<file path="config.mk">
export PLATFORM = sky130hd
export DESIGN_NAME = gtf_example_reset_seq
export DESIGN_NICKNAME = d
export VERILOG_FILES = /design/src/rtl/gtf_example_reset_seq.sv
export SDC_FILE = /design/constraint.sdc
export NUM_CORES = 1
export LEC_CHECK = 0
export BUFFER_PORTS_ARGS = -buffer_cell sky130_fd_sc_hd__buf_2
export CORE_UTILIZATION = 55
export CTS_BUF_LIST = sky130_fd_sc_hd__clkbuf_4 sky130_fd_sc_hd__clkbuf_8
export DETAILED_ROUTE_END_ITERATION = 6
export MAX_ROUTING_LAYER = met4
export PLACE_DENSITY = 0.85
export SYNTH_ARGS = -nofsm -noshare
export SYNTH_HDL_FRONTEND = slang
export SYNTH_SLANG_ARGS = --single-unit
</file>
<file path="constraint.sdc">
create_clock -name clk_freerun_in -period 4.9 [get_ports clk_freerun_in]
set_input_delay 0.98 -clock clk_freerun_in [delete_from_list [all_inputs] [get_ports clk_freerun_in]]
set_output_delay 0.98 -clock clk_freerun_in [all_outputs]
set_load 0.005 [all_outputs]
</file>
<file path="src/rtl/gtf_example_reset_seq.sv">
// Sequences GTF PLL/TX/RX resets for the init state machine and reports tx/rx init done.
// Optional macro RESET_SEQ_LOCK_MON_EN: lock loss after PLL wait restarts the full sequence.
module gtf_example_reset_seq #(
  parameter int P_FREERUN_FREQUENCY = 200,
  parameter int P_RST_PULSE_CYC     = 16,
  parameter int P_LOCK_SETTLE_CYC   = 256,
  parameter int P_LOCK_TIMEOUT_US   = 1000,
  parameter int P_DONE_TIMEOUT_US   = 2000
) (
  input  logic       clk_freerun_in,
  input  logic       reset_n_in,
  input  logic       reset_all_in,
  input  logic       reset_rx_in,
  input  logic       plllock_in,
  input  logic       tx_resetdone_in,
  input  logic       rx_resetdone_in,
  output logic       pll_reset_out,
  output logic       tx_reset_out,
  output logic       rx_reset_out,
  output logic       tx_init_done_out,
  output logic       rx_init_done_out,
  output logic [3:0] timeout_ctr_out,
  output logic [2:0] state_out
);

  localparam logic [63:0] LOCK_TC    = 64'(P_LOCK_TIMEOUT_US) * 64'(P_FREERUN_FREQUENCY);
  localparam logic [63:0] DONE_TC    = 64'(P_DONE_TIMEOUT_US) * 64'(P_FREERUN_FREQUENCY);
  localparam logic [23:0] LOCK_TC_M1 = LOCK_TC[23:0] - 24'd1;
  localparam logic [23:0] DONE_TC_M1 = DONE_TC[23:0] - 24'd1;
  localparam logic [7:0]  PULSE_M1   = 8'(P_RST_PULSE_CYC - 1);
  localparam logic [15:0] SETTLE_M1  = 16'(P_LOCK_SETTLE_CYC - 1);

  generate
    if (LOCK_TC > 64'h0000_0000_00FF_FFFF || DONE_TC > 64'h0000_0000_00FF_FFFF ||
        LOCK_TC == 64'd0 || DONE_TC == 64'd0) begin : g_tc_range_err
      $error("timeout terminal count does not fit the 24-bit timer");
    end
  endgenerate

  typedef enum logic [2:0] {
    ST_IDLE     = 3'd0,
    ST_PLL_RST  = 3'd1,
    ST_PLL_WAIT = 3'd2,
    ST_TX_WAIT  = 3'd3,
    ST_RX_RST   = 3'd4,
    ST_RX_WAIT  = 3'd5,
    ST_DONE     = 3'd6
  } state_t;

  state_t      state_q;
  logic [2:0]  lock_sync_q;
  logic [2:0]  txd_sync_q;
  logic [2:0]  rxd_sync_q;
  logic        all_prev_q;
  logic        rx_prev_q;
  logic [23:0] timer_q;
  logic [7:0]  pulse_q;
  logic [15:0] settle_q;
  logic [3:0]  tmo_q;
  logic        pll_rst_q;
  logic        tx_rst_q;
  logic        rx_rst_q;
  logic        tx_done_q;
  logic        rx_done_q;

  logic lock_sync;
  logic txd_sync;
  logic rxd_sync;
  logic all_rise;
  logic rx_rise;
  logic lock_lost;
  logic in_wait;

  always_ff @(posedge clk_freerun_in) begin
    if (!reset_n_in) begin
      lock_sync_q <= 3'b000;
      txd_sync_q  <= 3'b000;
      rxd_sync_q  <= 3'b000;
      all_prev_q  <= 1'b0;
      rx_prev_q   <= 1'b0;
    end else begin
      lock_sync_q <= {lock_sync_q[1:0], plllock_in};
      txd_sync_q  <= {txd_sync_q[1:0], tx_resetdone_in};
      rxd_sync_q  <= {rxd_sync_q[1:0], rx_resetdone_in};
      all_prev_q  <= reset_all_in;
      rx_prev_q   <= reset_rx_in;
    end
  end

  assign lock_sync = lock_sync_q[2];
  assign txd_sync  = txd_sync_q[2];
  assign rxd_sync  = rxd_sync_q[2];
  assign all_rise  = reset_all_in & ~all_prev_q;
  assign rx_rise   = reset_rx_in & ~rx_prev_q;
  assign in_wait   = (state_q == ST_PLL_WAIT) || (state_q == ST_TX_WAIT) ||
                     (state_q == ST_RX_WAIT);

`ifdef RESET_SEQ_LOCK_MON_EN
  assign lock_lost = !lock_sync && ((state_q == ST_TX_WAIT) || (state_q == ST_RX_RST) ||
                                    (state_q == ST_RX_WAIT) || (state_q == ST_DONE));
`else
  assign lock_lost = 1'b0;
`endif

  always_ff @(posedge clk_freerun_in) begin
    if (!reset_n_in) begin
      state_q   <= ST_IDLE;
      pll_rst_q <= 1'b1;
      tx_rst_q  <= 1'b1;
      rx_rst_q  <= 1'b1;
      tx_done_q <= 1'b0;
      rx_done_q <= 1'b0;
      tmo_q     <= 4'd0;
      timer_q   <= 24'd0;
      pulse_q   <= 8'd0;
      settle_q  <= 16'd0;
    end else begin
      if (in_wait) timer_q <= timer_q + 24'd1;

      // Full restart: request edge, leaving idle, or (optionally) lock loss; never counts as timeout
      if (all_rise || state_q == ST_IDLE || lock_lost) begin
        state_q   <= ST_PLL_RST;
        pll_rst_q <= 1'b1;
        tx_rst_q  <= 1'b1;
        rx_rst_q  <= 1'b1;
        tx_done_q <= 1'b0;
        rx_done_q <= 1'b0;
        pulse_q   <= 8'd0;
        timer_q   <= 24'd0;
      end else begin
        case (state_q)
          ST_PLL_RST: begin
            if (pulse_q == PULSE_M1) begin
              state_q   <= ST_PLL_WAIT;
              pll_rst_q <= 1'b0;
              timer_q   <= 24'd0;
              settle_q  <= 16'd0;
            end else begin
              pulse_q <= pulse_q + 8'd1;
            end
          end
          ST_PLL_WAIT: begin
            if (timer_q == LOCK_TC_M1) begin
              state_q   <= ST_PLL_RST;
              pll_rst_q <= 1'b1;
              pulse_q   <= 8'd0;
              timer_q   <= 24'd0;
              if (tmo_q != 4'hF) tmo_q <= tmo_q + 4'd1;
            end else if (lock_sync) begin
              if (settle_q == SETTLE_M1) begin
                state_q  <= ST_TX_WAIT;
                tx_rst_q <= 1'b0;
                timer_q  <= 24'd0;
              end else begin
                settle_q <= settle_q + 16'd1;
              end
            end else begin
              settle_q <= 16'd0;
            end
          end
          ST_TX_WAIT: begin
            if (timer_q == DONE_TC_M1) begin
              state_q   <= ST_PLL_RST;
              pll_rst_q <= 1'b1;
              tx_rst_q  <= 1'b1;
              pulse_q   <= 8'd0;
              timer_q   <= 24'd0;
              if (tmo_q != 4'hF) tmo_q <= tmo_q + 4'd1;
            end else if (txd_sync) begin
              state_q   <= ST_RX_WAIT;
              tx_done_q <= 1'b1;
              rx_rst_q  <= 1'b0;
              timer_q   <= 24'd0;
            end
          end
          ST_RX_RST: begin
            if (rx_rise) begin
              pulse_q <= 8'd0;
            end else if (pulse_q == PULSE_M1) begin
              state_q  <= ST_RX_WAIT;
              rx_rst_q <= 1'b0;
              timer_q  <= 24'd0;
            end else begin
              pulse_q <= pulse_q + 8'd1;
            end
          end
          ST_RX_WAIT: begin
            if (timer_q == DONE_TC_M1 || rx_rise) begin
              state_q   <= ST_RX_RST;
              rx_rst_q  <= 1'b1;
              rx_done_q <= 1'b0;
              pulse_q   <= 8'd0;
              timer_q   <= 24'd0;
              if (!rx_rise && tmo_q != 4'hF) tmo_q <= tmo_q + 4'd1;
            end else if (rxd_sync) begin
              state_q   <= ST_DONE;
              rx_done_q <= 1'b1;
            end
          end
          ST_DONE: begin
            // Resetdone loss here is left to the init state machine
            if (rx_rise) begin
              state_q   <= ST_RX_RST;
              rx_rst_q  <= 1'b1;
              rx_done_q <= 1'b0;
              pulse_q   <= 8'd0;
            end
          end
          default: begin
            state_q   <= ST_PLL_RST;
            pll_rst_q <= 1'b1;
            tx_rst_q  <= 1'b1;
            rx_rst_q  <= 1'b1;
            tx_done_q <= 1'b0;
            rx_done_q <= 1'b0;
            pulse_q   <= 8'd0;
            timer_q   <= 24'd0;
          end
        endcase
      end
    end
  end

  assign pll_reset_out    = pll_rst_q;
  assign tx_reset_out     = tx_rst_q;
  assign rx_reset_out     = rx_rst_q;
  assign tx_init_done_out = tx_done_q;
  assign rx_init_done_out = rx_done_q;
  assign timeout_ctr_out  = tmo_q;
  assign state_out        = state_q;

endmodule
</file>
==> qor.csv, run 1 <==
metric;value;unit
outcome;finished with violations;
failing checks;design-rule violations;
row count;29;
hpwl dp;5930;microns
CP max stage cell;dfxtp_1;
H-tree depth;3;
Mapped Nets;470;
post-synth top area share;0.377;
async set-reset flop share out of synthesis;0;
share of layout cells above drive strength 1;0.138;
cell family with most CP delay;simple AND/OR/NAND/NOR gates;
DRT Pass-1 Iters;7;
maximum vdd drop;0.271;mV
# setup viols final;0;
Cells after Synth;459;
overall power;1.16;mW
Root Driver;clkbuf_8;
I/O pin count;19;
via count;3463;
Num CTS Buffers;9;
Reg clk slew, reported paths;0.08;ns
Hold Crit Class;reg2reg;
Gate power share;0.058;
CTS tree;built;
Post-Route Skew;0.0123;ns
Post-CTS Resized;0;
Global Route Usage Sum;0.256;
Yosys reg bits;71;
yosys warns;0;
Final Hold Vio Count;0;
crit path max fanout;22;
Net Sw Frac;0.236;
worst path bufs/invs;0;
Die ar.;7190;sq um
Vias/cell;6.23;
largest net degree at the start of global routing;31;
WP data arrival;2.96;ns
Peak Freq;0.376;GHz
CTS sink count;71;
leakage power;1.45;nW
Skew-Pair Late Insertion Delay;0.35;ns
Initial Utilization;0.581;
Die Wd;84.8;microns
Area Growth Syn to Fin;8.92;%
main flop type after synthesis;dfxtp_1;
max-slew violation count;0;
Final ANT Viol Nets;0;
CP startpoint kind;flop;
met1 WL;3870;microns
setup TNS;0;ns
Max Cap Violations;0;
global-route wire length before repair;14400;microns
WP data required;5.20;ns
n_diodes;0;
ranking of synthesized cells by area;dfxtp_1, nor2_1, nand2_1;
Netlist cell types;63;
Cell Area, Synth;3770;sq um
Nets;485;
Final Non-Filler Cells;556;
port buffer count;18;
Avg Cell Area, Syn;8.22;sq um
# hold bufs at CTS;0;
dpl cell area;3890;sq um
wire length on met3;438;microns
CP max stage delay;0.82;ns
final WL;8440;microns
deepest clock path buffer count;2;
Net Sw Power;0.274;mW
Die Y;84.8;microns
cells along the critical path;nand2b_4, nor2_1, nand2_1, or4_1, nor4_1, o221a_1;
vias in the first global route;3123;
Initial DRC Count;363;
Critical Path End Type;flop;
met2 WL;4010;microns
sequential share of power;0.509;
Worst slew margin;0.399;
worst hold slack;0.435;ns
initial antenna violation count;0;
Overflow after GRT;0;
Synth area leader;dfxtp_1;
register area share after synthesis;0.377;
Placer Congestion;0.898;
EDFF count, synth;0;
core area;6490;sq um
fin util;0.633;
DR top layer;met4;
drt drc;1;
final worst slack;2.24;ns
Worst-Margin Slew;0.901;ns
design area;4110;sq um
Post-Place Cells;540;
setup repair bufs after CTS;0;
minimum clock period;2.66;ns
Post-Place Worst Slack;2.13;ns
Setup CP Type;reg2reg;
Cell Int Power;0.886;mW
Clk pwr share;0.433;
RSZ-0062 raised after global routing;no;
Tcrit/Tclk final;0.543;
routed length per placed instance;15.2;microns
pwr/cell area;282;nW/um^2
-- synth_stat cells (3+ instances only) --
library cell	n
and3_1	10
nor3_1	10
and4_1	6
nor2_1	67
o221a_2	10
nand2b_1	5
a21oi_1	20
a21bo_2	3
and2_1	12
nand3_1	24
clkbuf_1	6
mux2i_1	3
inv_1	11
o211ai_1	3
o21a_1	3
dfxtp_1	71
o22ai_1	3
nor2b_1	7
or3_1	7
buf_2	5
a31oi_1	8
xor2_1	13
a211oi_1	3
o21ai_0	26
o31ai_1	3
xnor2_1	12
ha_1	4
nand4_1	9
nor4_1	4
or2_2	3
nand2_1	49
-- power groups by stage --
stage,clock network (mW),registers [mW],logic [mW]
finish,0.502,0.591,0.0670
CTS,0.510,0.591,0.0660
global route,0.539,0.592,0.0732
global placement,0,0.604,0.0642
floorplan,0,0.600,0.0523
detailed placement,0,0.604,0.0656
-- area by class of cell --
cell class	count	area [sq um]
clock buffer	12	165
clock inverter	4	51.3
fill	527	2390
inverter	11	41.3
multi-input combinational	361	2230
sequential	71	1420
tap	77	96.3
timing repair buffer	20	105
-- kinds of logic after synthesis --
group	after synthesis	share of synthesized area
AND/OR/NAND/NOR	230	0.319
AO/OA/AOI/OAI	99	0.192
flip-flops	71	0.377
buffers and inverters	27	0.0325
XOR/XNOR	25	0.0580
adder cells (fa/ha/maj)	4	0.0133
multiplexers	3	0.00796
-- cell usage in the layout (no fill, tap or decap), drive strengths merged, types with 2 or more instances in the layout --
| master | synthesis | final |
|---|---|---|
| a31oi | 8 | 8 |
| and3 | 10 | 10 |
| nand4 | 11 | 11 |
| xnor2 | 12 | 12 |
| nor2b | 7 | 7 |
| and4 | 6 | 6 |
| nor2 | 67 | 67 |
| or3 | 7 | 7 |
| mux2i | 3 | 3 |
| o21a | 3 | 3 |
| nand2b | 6 | 6 |
| nand3 | 24 | 24 |
| a22o | 2 | 2 |
| o22ai | 3 | 3 |
| clkbuf | 6 | 12 |
| a21bo | 3 | 3 |
| a2111oi | 2 | 2 |
| nor3 | 11 | 11 |
| buf | 10 | 20 |
| or2 | 3 | 3 |
| ha | 4 | 4 |
| xor2 | 13 | 13 |
| o221a | 11 | 11 |
| a21o | 2 | 2 |
| nand4b | 2 | 2 |
| o211ai | 4 | 4 |
| a211oi | 4 | 4 |
| nor4b | 2 | 2 |
| a21oi | 20 | 20 |
| nor4 | 7 | 7 |
| nand2 | 49 | 49 |
| dfxtp | 71 | 71 |
| o31ai | 3 | 3 |
| inv | 11 | 12 |
| o21ai | 27 | 27 |
| and2 | 12 | 12 |
-- flip-flops by register name (all words and copies together) (netlist names) --
| register | count |
|---|---|
| rx_prev_q | 1 |
| all_prev_q | 1 |
| timer_q | 24 |
| pll_reset_out | 1 |
| tx_init_done_out | 1 |
| pulse_q | 8 |
| rxd_sync_q | 3 |
| timeout_ctr_out | 4 |
| tx_reset_out | 1 |
| settle_q | 16 |
| lock_sync_q | 3 |
| rx_init_done_out | 1 |
| rx_reset_out | 1 |
| txd_sync_q | 3 |
| state_out | 3 |
-- worst paths after layout --
check	start	to	slack, ns	cells after the start
min reg2reg	txd_sync_q[0]	txd_sync_q[1]	0.44	1
min	txd_sync_q[0]	txd_sync_q[1]	0.44	1
max	state_out[1]	settle_q[11]	2.24	6
max reg2reg	state_out[1]	settle_q[11]	2.24	6
-- worst reg2reg max path: cells and delay by family (launching register included) --
family | cells | cell delay (ns)
AOI/OAI and AO/OA | 1 | 0.22
DFF | 1 | 0.82
and+or+nand+nor | 5 | 1.59
-- metal layers --
metal  global-route usage  vias up
met5                    -        -
met2                0.397      124
li1                     -     1687
met3               0.0593       16
met4               0.0986        0
met1                0.326     1636
Power figures use the tool's default switching activity.
==> run 2, diff against run 1 <==
clock period = 2.6 ns   (was 4.9 ns; I/O delays follow)
==> qor.csv, run 2 (synthesis gave the netlist of run 1 again) <==
metric;value;unit;change
Die Wd;84.8;microns;unchanged
Post-Route Skew;0.00813;ns;-0.00419 ns
H-tree depth;3;;unchanged
CP max stage cell;or4_1;;
vias in the first global route;3194;;+2.3%
Global Route Usage Sum;0.254;;-0.00237
Max Cap Violations;0;;unchanged
R2R Path Start;settle_q[0];;
CTS tree;built;;
Die ar.;7190;sq um;unchanged
via count;3427;;-1.0%
crit path max fanout;10;;-55%
Critical Path End Type;flop;;
wire length on met3;539;microns;+23%
Tcrit/Tclk final;0.924;;+0.381
WP data arrival;2.70;ns;-0.26 ns
Reg clk slew, reported paths;0.07;ns;about the same
hpwl dp;5950;microns;+0.25%
final WL;8350;microns;-1.0%
setup repair bufs after CTS;0;;unchanged
Initial DRC Count;355;;-2.2%
Final ANT Viol Nets;0;;unchanged
deepest clock path buffer count;2;;unchanged
Reg with most FFs;timer_q;;
Vias/cell;6.04;;-3.0%
Worst-Margin Slew;0.571;ns;-0.330 ns
# hold bufs at CTS;0;;unchanged
Root Driver;clkbuf_8;;
fillers;546;;+3.6%
Placer Congestion;0.918;;+2.2%
Post-Place Worst Slack;0.253;ns;-1.88 ns
CP startpoint kind;flop;;
met1 WL;3650;microns;-5.7%
n_diodes;0;;unchanged
I/O pin count;19;;unchanged
Final Hold Vio Count;0;;unchanged
Nets;496;;+2.3%
setup TNS;0;ns;unchanged
CTS sink count;71;;unchanged
met2 WL;3980;microns;-0.77%
commonest non-fill, non-tap cell in the layout;dfxtp_1;;
port buffer count;18;;unchanged
Hold Crit Class;in2reg;;
initial antenna violation count;0;;unchanged
leakage power;1.50;nW;+3.8%
biggest regs;timer_q x24, settle_q x16, pulse_q x8;;
drt drc;1;;unchanged
Final Non-Filler Cells;567;;+2.0%
Setup CP Type;reg2reg;;
hold_sp;plllock_in;;
CP max stage delay;0.68;ns;-0.14 ns
Initial Utilization;0.581;;unchanged
Worst slew margin;0.616;;+0.218
pwr/cell area;508;nW/um^2;+80%
max reg flops;24;;unchanged
RSZ-0062 raised after global routing;no;;
core area;6490;sq um;unchanged
routed length per placed instance;14.7;microns;-3.0%
Overflow after GRT;0;;unchanged
Area Growth Syn to Fin;10.9;%;
Die Y;84.8;microns;unchanged
Worst setup startpoint;settle_q[0];;
# setup viols final;0;;unchanged
outcome;finished with violations;;
global-route wire length before repair;14300;microns;-0.57%
DRT Pass-1 Iters;7;;unchanged
Post-CTS Resized;0;;unchanged
row count;29;;unchanged
failing checks;design-rule violations;;
max-slew violation count;0;;unchanged
Skew-Pair Late Insertion Delay;0.36;ns;about the same
cells along the critical path;ha_1, and4_1, and4_1, or4_1, nor4_1, o221a_1;;
Post-Place Cells;551;;+2.0%
worst path bufs/invs;0;;unchanged
CP most frequent cell;and4_1;;
Peak Freq;0.416;GHz;+11%
share of layout cells above drive strength 1;0.157;;+0.0194
largest net degree at the start of global routing;29;;-6.5%
cell family with most CP delay;simple AND/OR/NAND/NOR gates;;
most frequent cells in the layout;dfxtp_1, nor2_1, nand2_1;;
Num CTS Buffers;9;;unchanged
minimum clock period;2.40;ns;-0.258 ns
WP data required;2.90;ns;-2.30 ns
DR top layer;met4;;
fin util;0.644;;+0.0114
maximum vdd drop;0.341;mV;+26%
final worst slack;0.199;ns;-2.04 ns
==> run 2: layout make-up <==
| type | instances | area (sq um) | area share |
|---|---|---|---|
| Multi-Input combinational cell | 361 | 2230 | 0.533 |
| Sequential cell | 71 | 1420 | 0.340 |
| Timing Repair Buffer | 31 | 200 | 0.0479 |
| Clock buffer | 9 | 124 | 0.0296 |
| Tap cell | 77 | 96.3 | 0.0230 |
| Clock inverter | 7 | 71.3 | 0.0171 |
| Inverter | 11 | 41.3 | 0.00987 |
==> run 2: final timing paths <==
| check | end | slack [ns] | cells past startpoint |
|---|---|---|---|
| hold reg to reg | lock_sync_q[2] | 0.44 | 1 |
| hold / removal | lock_sync_q[0] | 0.36 | 2 |
| setup / recovery | settle_q[11] | 0.20 | 6 |
| setup reg to reg | settle_q[11] | 0.20 | 6 |
==> run 2: stage by stage <==
step	instance area, sq um	power, mW	hold slack, ns
global placement	3990	1.27	0.416
detailed placement	3990	1.27	0.420
CTS	4180	2.14	0.357
global route	4180	2.20	0.369
floorplan	3770	1.23	0.412
finish	4180	2.12	0.364
==> run 2: worst register-to-register path, cell delays in order, from the launching register on <==
cell and delay [ns]:
dfxtp_1 0.33, ha_1 0.26, and4_1 0.24, and4_1 0.23, or4_1 0.68, nor4_1 0.37, o221a_1 0.23
==> run 2: per-layer routing <==
layer	vias to the layer above	global-route usage
met5	-	-
met4	0	0.105
met3	23	0.0642
met2	135	0.412
met1	1564	0.300
li1	1705	-
==> run 2: power breakdown <==
part / leakage [nW] / internal, mW / switching, mW / total (mW)
combinational: 0.824 / 0.0537 / 0.0813 / 0.135
clock: 0.103 / 0.444 / 0.434 / 0.878
sequential: 0.575 / 1.10 / 0.0124 / 1.11
